$ cat src/rtl/kf8253_counter.sv
`default_nettype none
// ============================================================================
//  Module      : kf8253_counter
//  Description : One counter channel of an 8253-style programmable interval
//                timer. Supports mode 0 (interrupt on terminal count) and
//                mode 2 (rate generator) with binary counting, an RW-selected
//                byte interface for count writes and reads, and a 16-bit
//                count latch. All state updates on the falling edge of clock.
//  Ports       : clock             - system clock (falling-edge active)
//                reset             - asynchronous, active-high reset
//                internal_data_bus - latched CPU write data
//                write_control     - control word strobe for this counter
//                write_counter     - count byte strobe for this counter
//                read_counter      - high while the CPU reads this counter
//                counter_clock     - asynchronous CLKn pin
//                counter_gate      - asynchronous GATEn pin
//                counter_out       - OUTn pin
//                read_data         - byte presented for the current CPU read
//  Revision    : 1.0 - initial release
// ============================================================================
module kf8253_counter (
   input  logic       clock,
   input  logic       reset,
   input  logic [7:0] internal_data_bus,
   input  logic       write_control,
   input  logic       write_counter,
   input  logic       read_counter,
   input  logic       counter_clock,
   input  logic       counter_gate,
   output logic       counter_out,
   output logic [7:0] read_data
);

   localparam logic [1:0] c_RW_LATCH = 2'b00;
   localparam logic [1:0] c_RW_LSB   = 2'b01;
   localparam logic [1:0] c_RW_MSB   = 2'b10;
   localparam logic [1:0] c_RW_BOTH  = 2'b11;

   typedef enum logic [0:0] {
      c_MODE0 = 1'b0,
      c_MODE2 = 1'b1
   } mode_t;

   // Configuration
   logic [1:0]  r_rw;
   mode_t       r_mode;
   logic        r_bcd;

   // Count datapath
   logic [15:0] r_initial;
   logic [15:0] r_count;
   logic [15:0] r_latch;
   logic [7:0]  r_lsb_buf;
   logic        r_latched;
   logic        r_wr_msb;
   logic        r_rd_msb;
   logic        r_counting;
   logic        r_load_pend;
   logic        r_reload_req;
   logic        r_out;

   // Synchronisers and edge detectors
   logic [1:0]  r_clk_sync;
   logic        r_clk_prev;
   logic [1:0]  r_gate_sync;
   logic        r_gate_prev;
   logic        r_read_prev;

   logic        w_count_event;
   logic        w_gate_rise;
   logic        w_gate;
   logic        w_read_fall;
   logic [15:0] w_count_dec;
   logic [15:0] w_rd_src;
   mode_t       w_ctrl_mode;
   logic [2:0]  w_unused_bits;

   assign w_count_event = r_clk_sync[1] & ~r_clk_prev;
   assign w_gate        = r_gate_sync[1];
   assign w_gate_rise   = r_gate_sync[1] & ~r_gate_prev;
   assign w_read_fall   = r_read_prev & ~read_counter;
   assign w_count_dec   = r_count - 16'd1;
   assign w_ctrl_mode   = (internal_data_bus[3:1] == 3'b000) ? c_MODE0 : c_MODE2;
   // BCD is recorded but counting is always binary; the select bits are
   // decoded upstream by the control logic.
   assign w_unused_bits = {internal_data_bus[7:6], r_bcd};

   assign counter_out = r_out;
   assign w_rd_src    = r_latched ? r_latch : r_count;

   always_comb begin
      read_data = w_rd_src[7:0];
      case (r_rw)
         c_RW_MSB:  read_data = w_rd_src[15:8];
         c_RW_BOTH: read_data = r_rd_msb ? w_rd_src[15:8] : w_rd_src[7:0];
         default:   read_data = w_rd_src[7:0];
      endcase
   end

   always_ff @(negedge clock or posedge reset) begin
      if (reset) begin
         r_rw         <= c_RW_BOTH;
         r_mode       <= c_MODE0;
         r_bcd        <= 1'b0;
         r_initial    <= 16'h0000;
         r_count      <= 16'h0000;
         r_latch      <= 16'h0000;
         r_lsb_buf    <= 8'h00;
         r_latched    <= 1'b0;
         r_wr_msb     <= 1'b0;
         r_rd_msb     <= 1'b0;
         r_counting   <= 1'b0;
         r_load_pend  <= 1'b0;
         r_reload_req <= 1'b0;
         r_out        <= 1'b0;
         r_clk_sync   <= 2'b00;
         r_clk_prev   <= 1'b0;
         r_gate_sync  <= 2'b00;
         r_gate_prev  <= 1'b0;
         r_read_prev  <= 1'b0;
      end else begin
         r_clk_sync  <= {r_clk_sync[0], counter_clock};
         r_clk_prev  <= r_clk_sync[1];
         r_gate_sync <= {r_gate_sync[0], counter_gate};
         r_gate_prev <= r_gate_sync[1];
         r_read_prev <= read_counter;

         // Read pointer / latch release; a control write below overrides.
         if (w_read_fall) begin
            if (r_rw == c_RW_BOTH)
               r_rd_msb <= ~r_rd_msb;
            if (r_latched && ((r_rw != c_RW_BOTH) || r_rd_msb))
               r_latched <= 1'b0;
         end

         if (write_control) begin
            // Control write wins over a coincident count event, which is lost.
            if (internal_data_bus[5:4] == c_RW_LATCH) begin
               if (!r_latched) begin
                  r_latch   <= r_count;
                  r_latched <= 1'b1;
               end
            end else begin
               r_rw         <= internal_data_bus[5:4];
               r_mode       <= w_ctrl_mode;
               r_bcd        <= internal_data_bus[0];
               r_wr_msb     <= 1'b0;
               r_rd_msb     <= 1'b0;
               r_latched    <= 1'b0;
               r_counting   <= 1'b0;
               r_load_pend  <= 1'b0;
               r_reload_req <= 1'b0;
               r_out        <= (w_ctrl_mode == c_MODE2);
            end
         end else begin
            if (write_counter) begin
               case (r_rw)
                  c_RW_LSB: begin
                     r_initial   <= {8'h00, internal_data_bus};
                     r_load_pend <= 1'b1;
                  end
                  c_RW_MSB: begin
                     r_initial   <= {internal_data_bus, 8'h00};
                     r_load_pend <= 1'b1;
                  end
                  default: begin
                     // LSB is held aside so a mode 2 reload between the two
                     // bytes still uses the previous complete value.
                     if (!r_wr_msb) begin
                        r_lsb_buf <= internal_data_bus;
                        r_wr_msb  <= 1'b1;
                        if (r_mode == c_MODE0)
                           r_counting <= 1'b0;
                     end else begin
                        r_initial   <= {internal_data_bus, r_lsb_buf};
                        r_wr_msb    <= 1'b0;
                        r_load_pend <= 1'b1;
                     end
                  end
               endcase
               if (r_mode == c_MODE0)
                  r_out <= 1'b0;
            end else if (w_count_event) begin
               if (!r_counting || (r_mode == c_MODE0)) begin
                  // First event after a load (or any mode 0 reload) copies
                  // the initial value without decrementing.
                  if (r_load_pend) begin
                     r_count      <= r_initial;
                     r_counting   <= 1'b1;
                     r_load_pend  <= 1'b0;
                     r_reload_req <= 1'b0;
                  end else if (r_counting && w_gate) begin
                     r_count <= w_count_dec;
                     if (w_count_dec == 16'h0000)
                        r_out <= 1'b1;
                  end
               end else if (w_gate) begin
                  // Mode 2: a pending count write waits for the reload point.
                  if ((r_count == 16'h0001) || r_reload_req || w_gate_rise) begin
                     r_count      <= r_initial;
                     r_out        <= 1'b1;
                     r_load_pend  <= 1'b0;
                     r_reload_req <= 1'b0;
                  end else begin
                     r_count <= w_count_dec;
                     if (w_count_dec == 16'h0001)
                        r_out <= 1'b0;
                  end
               end
            end

            if ((r_mode == c_MODE2) && r_counting && w_gate_rise && !w_count_event)
               r_reload_req <= 1'b1;

            if ((r_mode == c_MODE2) && !w_gate)
               r_out <= 1'b1;
         end
      end
   end

endmodule
`default_nettype wire

$ cat config.mk
export PLATFORM = sky130hd
export DESIGN_NAME = kf8253_counter
export DESIGN_NICKNAME = d
export VERILOG_FILES = /design/src/rtl/kf8253_counter.sv
export SDC_FILE = /design/constraint.sdc
export NUM_CORES = 1
export LEC_CHECK = 0
export ABC_AREA = 1
export CORE_MARGIN = 2
export CORE_UTILIZATION = 41
export CTS_BUF_LIST = sky130_fd_sc_hd__clkbuf_4
export CTS_CLUSTER_SIZE = 25
export DETAILED_ROUTE_END_ITERATION = 16
export PLACE_DENSITY = 0.71
export SLEW_MARGIN = 20
export SYNTH_ARGS = -nofsm -noshare
export SYNTH_HDL_FRONTEND = slang
export SYNTH_SLANG_ARGS = --single-unit
export TNS_END_PERCENT = 30
$ cat constraint.sdc
create_clock -name clock -period 2.1 [get_ports clock]
set_input_delay 0.42 -clock clock [delete_from_list [all_inputs] [get_ports clock]]
set_output_delay 0.42 -clock clock [all_outputs]
set_load 0.01 [all_outputs]
==> results of run 1 <==
[cells in the mapped netlist]
master,count,area share
a21oi_1,20,0.025
nand2_1,109,0.10
buf_2,4,0.0051
clkbuf_1,12,0.011
o211ai_1,2,0.0038
o21ai_1,15,0.019
nor2_1,50,0.048
mux2_2,6,0.017
o22ai_1,16,0.025
xor2_1,1,0.0022
ha_1,8,0.025
a21o_1,1,0.0019
o21ai_0,51,0.065
inv_2,7,0.0067
xnor2_1,1,0.0022
nand3_1,45,0.057
nand4_1,4,0.0063
clkinv_1,1,0.00095
nor3_1,2,0.0025
o32a_1,1,0.0025
nand3b_1,1,0.0019
nor2_4,1,0.0029
dfstp_2,2,0.013
nor2_2,4,0.0063
dfrtn_1,71,0.45
o221ai_1,1,0.0022
buf_4,2,0.0038
a31oi_1,10,0.016
nand2_2,2,0.0032
inv_1,68,0.065
nor4_4,1,0.0054
[registers in the layout, summed over array words and instances, names as in the netlist, 2 cells and up]
name	cells
r_count	16
r_initial	16
r_latch	16
r_lsb_buf	8
r_clk_sync	2
r_gate_sync	2
r_rw	2
[critical path, cell delays in order, from the launching register on]
cell     delay (ns)
dfstp_2        0.57
inv_2          0.06
ha_4           0.16
a21oi_4        0.16
buf_6          0.17
o22ai_1        0.09
buf_2          0.16
[metrics by stage]
step	std cells	instance area, um2	total power [W]
global route	777	5729	0.007122
global placement	738	5040	0.005052
finish	777	5729	0.006676
floorplan	519	3974	0.003716
CTS	763	5349	0.006064
detailed placement	738	5040	0.005120
[kinds of logic after synthesis]
kind of cell	after synthesis	synth area share
compound gates	117	0.1606
xor+xnor	2	0.004437
fa+ha+maj	8	0.02535
buf+inv	94	0.09252
flops	73	0.4632
mux	6	0.01711
simple gates	219	0.2367
[routing by layer]
layer  vias to the layer above  part of all wire
met4                         0             0.047
met1                      1849              0.44
li1                       1950                 -
met2                       164              0.46
met3                        60             0.053
met5                         -                 0
[cell type report]
cell class              instances  share of cell area
flip-flops and latches         73              0.3193
repair buffers                129              0.2051
well taps                     129             0.02817
clock inverters                 7            0.009827
clock buffers                  11             0.01441
inverters                      75             0.05154
multi-input cells             353              0.3717
[power by group through the flow]
| stage | clock network (W) | registers, W | logic [W] |
|---|---|---|---|
| floorplan | 0.00000895 | 0.00221 | 0.00149 |
| finish | 0.000909 | 0.00225 | 0.00352 |
| CTS | 0.000922 | 0.00222 | 0.00293 |
| detailed placement | 0.00000895 | 0.00223 | 0.00288 |
| global route | 0.000988 | 0.00230 | 0.00383 |
| global placement | 0.00000895 | 0.00222 | 0.00283 |
[repair_timing]
| action | in CTS | in global routing |
|---|---|---|
| resized for setup | 92 | 85 |
| setup endpoints to repair | 74 | 63 |
| setup buffers | 6 | 18 |
| hold buffers | 0 | 0 |
| cloned | 2 | 1 |
| pin swaps | 11 | 36 |
[worst max-delay path by stage]
stage	endpoint	slack, ns	from	cells after the start
2_1_floorplan	read_data[1]	-0.70	r_rw[0]	5
3_3_place_gp	read_data[5]	-1.14	r_rw[0]	6
3_5_place_dp	read_data[5]	-1.17	r_rw[0]	6
4_1_cts	read_data[2]	-1.19	r_rw[0]	6
5_1_grt	read_data[6]	-1.26	r_rw[1]	5
6_report	read_data[2]	-1.20	r_rw[0]	6
==> results.md, run 1 <==
- Final setup TNS: -10.17 ns
- Final setup margin: -1.203 ns
- Worst setup EP type: primary output
- DP Wirelength: 8004 um
- Global-route wire length before repair: 18,080 um
- CP Max Fanout: 8
- M3 GR Usage: 0.03625
- Part of the power in the clock network: 0.136
- Total Wirelength: 11,900 um
- Post-synthesis cell area: 3949 um2
- Internal power: 0.003903 W
- Initial Util: 0.4253
- Die span in y: 102.1 um
- Min-delay src: r_clk_sync[0]
- Flop pwr share: 0.337
- Switching power: 0.002773 W
- Final setup vio count: 18
- Reg-to-reg critical path startpoint: r_count[0]
- CTS Sinks: 73
- Data required, critical path: 1.68 ns
- Register-to-Register Path Depth: 13
- CP startpoint kind: flop
- Final Max Slew Viols: 0
- ANT cells: 0
- FP Rows: 35
- Core area: 9284 um2
- Post-synthesis net count: 542
- Critical path arrival: 2.88 ns
- DR vias/cell: 5.178
- Clock Pin Slew Worst Setup and Hold Paths: 0.08 ns
- Final ANT Viol Nets: 0
- Hold Fails Final Rpt: 0
- Vias in the first global route: 3,703
- Cell count after synthesis: 519
- Largest net degree at the start of global routing: 33
- Core Util, Final: 0.6171
- Drt drc: 0
- DIE AREA: 10,430 um2
- Storage cell area: 1829 um2
- Grt met2 use: 0.3522
- Gpl congestion: 0.9162
- Fillers: 789
- Worst min-delay path class: reg -> reg
- CTS Buffer Depth: 2
- Violated checks: negative setup slack
- Worst Max-Slew Pin Slew: 0.3823 ns
- Antenna violations before repair: 0
- Reg2reg end: counter_out
- GR peak layer: met2
- Routed wire per std cell: 15.32 um
- Max-cap check violation count: 0
- CTS Buf Count: 9
- WHS: 0.3012 ns
- Total leakage power: 2.709 nW
- Mean post-synth cell area: 7.608 um2
- All-Layer GR Usage: 0.2242
- Final Skew: 0.06630 ns
- Synth cell types: 31
- Max VDD drop: 0.5780 mV
- Most common cell after layout, fill and taps aside: nand2_1
- Max-slew headroom: 0.7451
- CTS tree: yes
- Cell Pwr Density: 1165 nW/um2
- CTS H-Tree Depth: 3
- Worst skew pair latency: 0.45 ns
- #FFs+latches synth: 73
- Via count: 4,023
- Met1 Track Usage GR: 0.3061
- Area of the multi-input gates: 2130 um2
- NumNets Final: 666
- Clock Root Buffer: clkbuf_4
- Die width: 102.1 um
- RSZ-0062 raised after global routing: yes
- Grt ovf: 0
- Status: finished, violations left
- Layout cells sized above 1: 0.3503
- R2R Setup Slk: -0.04 ns
- Drt first pass iters: 6
- Sequential area share after synthesis: 0.4632
- Port buffer count: 23
- Area Growth Syn to Fin: 45.09%
- Gate power share: 0.527
- Yosys warns: 0
- Starting DRC count in detailed routing: 356
- Sw frac: 0.4154
- Pre-CTS setup slack: -1.172 ns
- Most frequent cells in the layout: 96 x nand2_1, 80 x buf_4, 71 x dfrtn_1
- Worst setup path class: reg -> out
- Hold endpoint: r_clk_sync[1]
- Worst hold path depth: 0
- Ports: 24
(Power assumes the default switching activity.)
==> run 2, diff against run 1 <==
CORE_UTILIZATION = 37   (was 41)
PLACE_DENSITY = 0.66   (was 0.71)
clock period = 2.75 ns   (was 2.1 ns; I/O delays follow)
==> run 2 against run 1 <==
The run still ends with negative setup slack left. Wire length down 10%. Worst setup slack better by 0.23 ns. Clock power shrank 16%. Critical path type unchanged. Largest cell class unchanged.
==> results.md, run 2 (same netlist as run 1, synthesis figures left out) <==
- Status: finished, violations left (unchanged)
- Violated checks: negative setup slack (unchanged)
- Max incr delay on CP: 0.57 ns (about the same)
- Post-route design area: 5067 um2 (was 5729 um2)
- Final ANT Viol Nets: 0 (unchanged)
- NumNets Final: 630 (was 666)
- CTS tree: yes (unchanged)
- CP top delay family: flip-flops (unchanged)
- Slowest stage cell, crit path: dfstp_2 (unchanged)
- Worst Path Buf+Inv: 3 (unchanged)
- Critical path arrival: 3.17 ns (was 2.88 ns)
- Worst setup EP type: primary output (unchanged)
- Total leakage power: 2.435 nW (was 2.709 nW)
- R2R Setup Slk: 0.24 ns (was -0.04 ns)
- Antenna violations before repair: 0 (unchanged)
- Most common cell after layout, fill and taps aside: nand2_1 (unchanged)
- Starting DRC count in detailed routing: 177 (was 356)
- Global-route wire length before repair: 18,410 um (was 18,080 um)
- Worst hold path depth: 0 (unchanged)
- Core area: 10,320 um2 (was 9284 um2)
- Pre-CTS setup slack: -1.208 ns (was -1.172 ns)
- Die width: 107.3 um (was 102.1 um)
- Area of the multi-input gates: 1842 um2 (was 2130 um2)
- Register-to-Register Path Depth: 13 (unchanged)
- CP startpoint kind: flop (unchanged)
- Routed wire per std cell: 14.34 um (was 15.32 um)
- Reg-to-reg critical path startpoint: r_count[1] (was r_count[0])
- CTS Buffer Depth: 2 (unchanged)
- Area Growth Syn to Fin: 28.33% (was 45.09%)
- Fillers: 1,016 (was 789)
- Critical Path Stages: 6 (unchanged)
- Min-delay src: r_clk_sync[0] (unchanged)
- Drt drc: 0 (unchanged)
- FP Rows: 37 (was 35)
- Reg2reg end: r_count[13] (was counter_out)
- Port buffer count: 23 (unchanged)
- Data required, critical path: 2.20 ns (was 1.68 ns)
- Vias in the first global route: 3,680 (was 3,703)
- Final setup TNS: -7.818 ns (was -10.17 ns)
- Pwr Total: 0.004522 W (was 0.006676 W)
- CTS H-Tree Depth: 3 (unchanged)
- Cell Pwr Density: 892.3 nW/um2 (was 1165 nW/um2)
- Clock Pin Slew Worst Setup and Hold Paths: 0.08 ns (about the same)
- Ports: 24 (unchanged)
- All-Layer GR Usage: 0.2041 (was 0.2242)
- Core Util, Final: 0.4909 (was 0.6171)
- Storage cell area: 1829 um2 (unchanged)
- Worst Max-Slew Pin Slew: 0.5671 ns (was 0.3823 ns)
- Final Max Slew Viols: 0 (unchanged)
- Gpl congestion: 0.9083 (was 0.9162)
- CTS Hold Buffers Added: 0 (unchanged)
- Clock Root Buffer: clkbuf_4 (unchanged)
- RSZ-0062 raised after global routing: yes (unchanged)
- Worst skew pair latency: 0.43 ns (was 0.45 ns)
- Final setup vio count: 9 (was 18)
- CTS Buf Count: 9 (unchanged)
- Largest net degree at the start of global routing: 36 (was 33)
- CTS Sinks: 73 (unchanged)
- CP Max Fanout: 8 (unchanged)
- Max-cap check violation count: 0 (unchanged)
- ANT cells: 0 (unchanged)
- Die span in y: 107.3 um (was 102.1 um)
- Biggest regs: r_count x16, r_initial x16, r_latch x16 (unchanged)
- Final setup margin: -0.9717 ns (was -1.203 ns)
- Placed instance area: 4847 um2 (was 5040 um2)
- Worst min-delay path class: reg -> reg (unchanged)
- DR vias/cell: 5.013 (was 5.178)
- Initial Util: 0.3825 (was 0.4253)
- Most frequent cells in the layout: 107 x nand2_1, 71 x dfrtn_1, 67 x inv_1 (was 96 x nand2_1, 80 x buf_4, 71 x dfrtn_1)
- DIE AREA: 11,510 um2 (was 10,430 um2)
- Hold Fails Final Rpt: 0 (unchanged)
- DP Wirelength: 7939 um (was 8004 um)
- Max-slew headroom: 0.6206 (was 0.7451)
- Drt first pass iters: 4 (was 6)
- Cell breakdown of the critical path: inv_2, ha_4, a21oi_4, buf_6, o22ai_1, buf_2 (unchanged)
- Worst setup path class: reg -> out (unchanged)
- Final Skew: 0.05951 ns (was 0.06630 ns)
- Total Wirelength: 10,710 um (was 11,900 um)
- Grt ovf: 0 (unchanged)
- Via count: 3,745 (was 4,023)
- Layout cells sized above 1: 0.2226 (was 0.3503)
- Max VDD drop: 0.3286 mV (was 0.5780 mV)
- Hold endpoint: r_clk_sync[1] (unchanged)
## run 2: how the worst max path moves through the flow
| stage | from | end | slack, ns |
|---|---|---|---|
| detailed placement | r_rw[0] | read_data[4] | -1.21 |
| CTS | r_rw[0] | read_data[1] | -0.97 |
| global placement | r_rw[0] | read_data[5] | -1.11 |
| floorplan | r_rw[0] | read_data[0] | -0.77 |
| finish | r_rw[0] | read_data[1] | -0.97 |
| global route | r_rw[0] | read_data[6] | -1.06 |
## run 2: timing repair
item,4_1_cts,5_1_grt
cloned,1,0
buffers inserted,2,2
pin swaps,4,7
resized for setup,57,13
setup endpoints to repair,70,35
## run 2: layout make-up
class                           instances  share of cell area
Tap cell                              136             0.03358
Clock inverter                          8             0.01802
Sequential cell                        73              0.3610
Multi-Input combinational cell        352              0.3635
Timing Repair Buffer                   94              0.1543
Clock buffer                            9             0.01333
Inverter                               75             0.05630
## run 2: stage by stage
| step | cells | hold slack (ns) |
|---|---|---|
| after floorplan | 519 | 0.2917 |
| after global placement | 726 | 0.2928 |
| after detailed placement | 726 | 0.3108 |
| after CTS | 745 | 0.3127 |
| after global routing | 747 | 0.3327 |
| final | 747 | 0.3114 |
## run 2: routing by layer
layer / vias up / routed length [um] / global-route usage
li1: 1889 / - / -
met1: 1735 / 5023 / 0.2848
met2: 99 / 4809 / 0.3124
met3: 22 / 554 / 0.03087
met4: 0 / 325 / 0.09369
met5: - / 0 / 0
## run 2: report_power, final
group | switching (W) | internal, W
logic | 0.00117 | 0.000888
clock network | 0.000404 | 0.000363
registers | 0.000223 | 0.00148
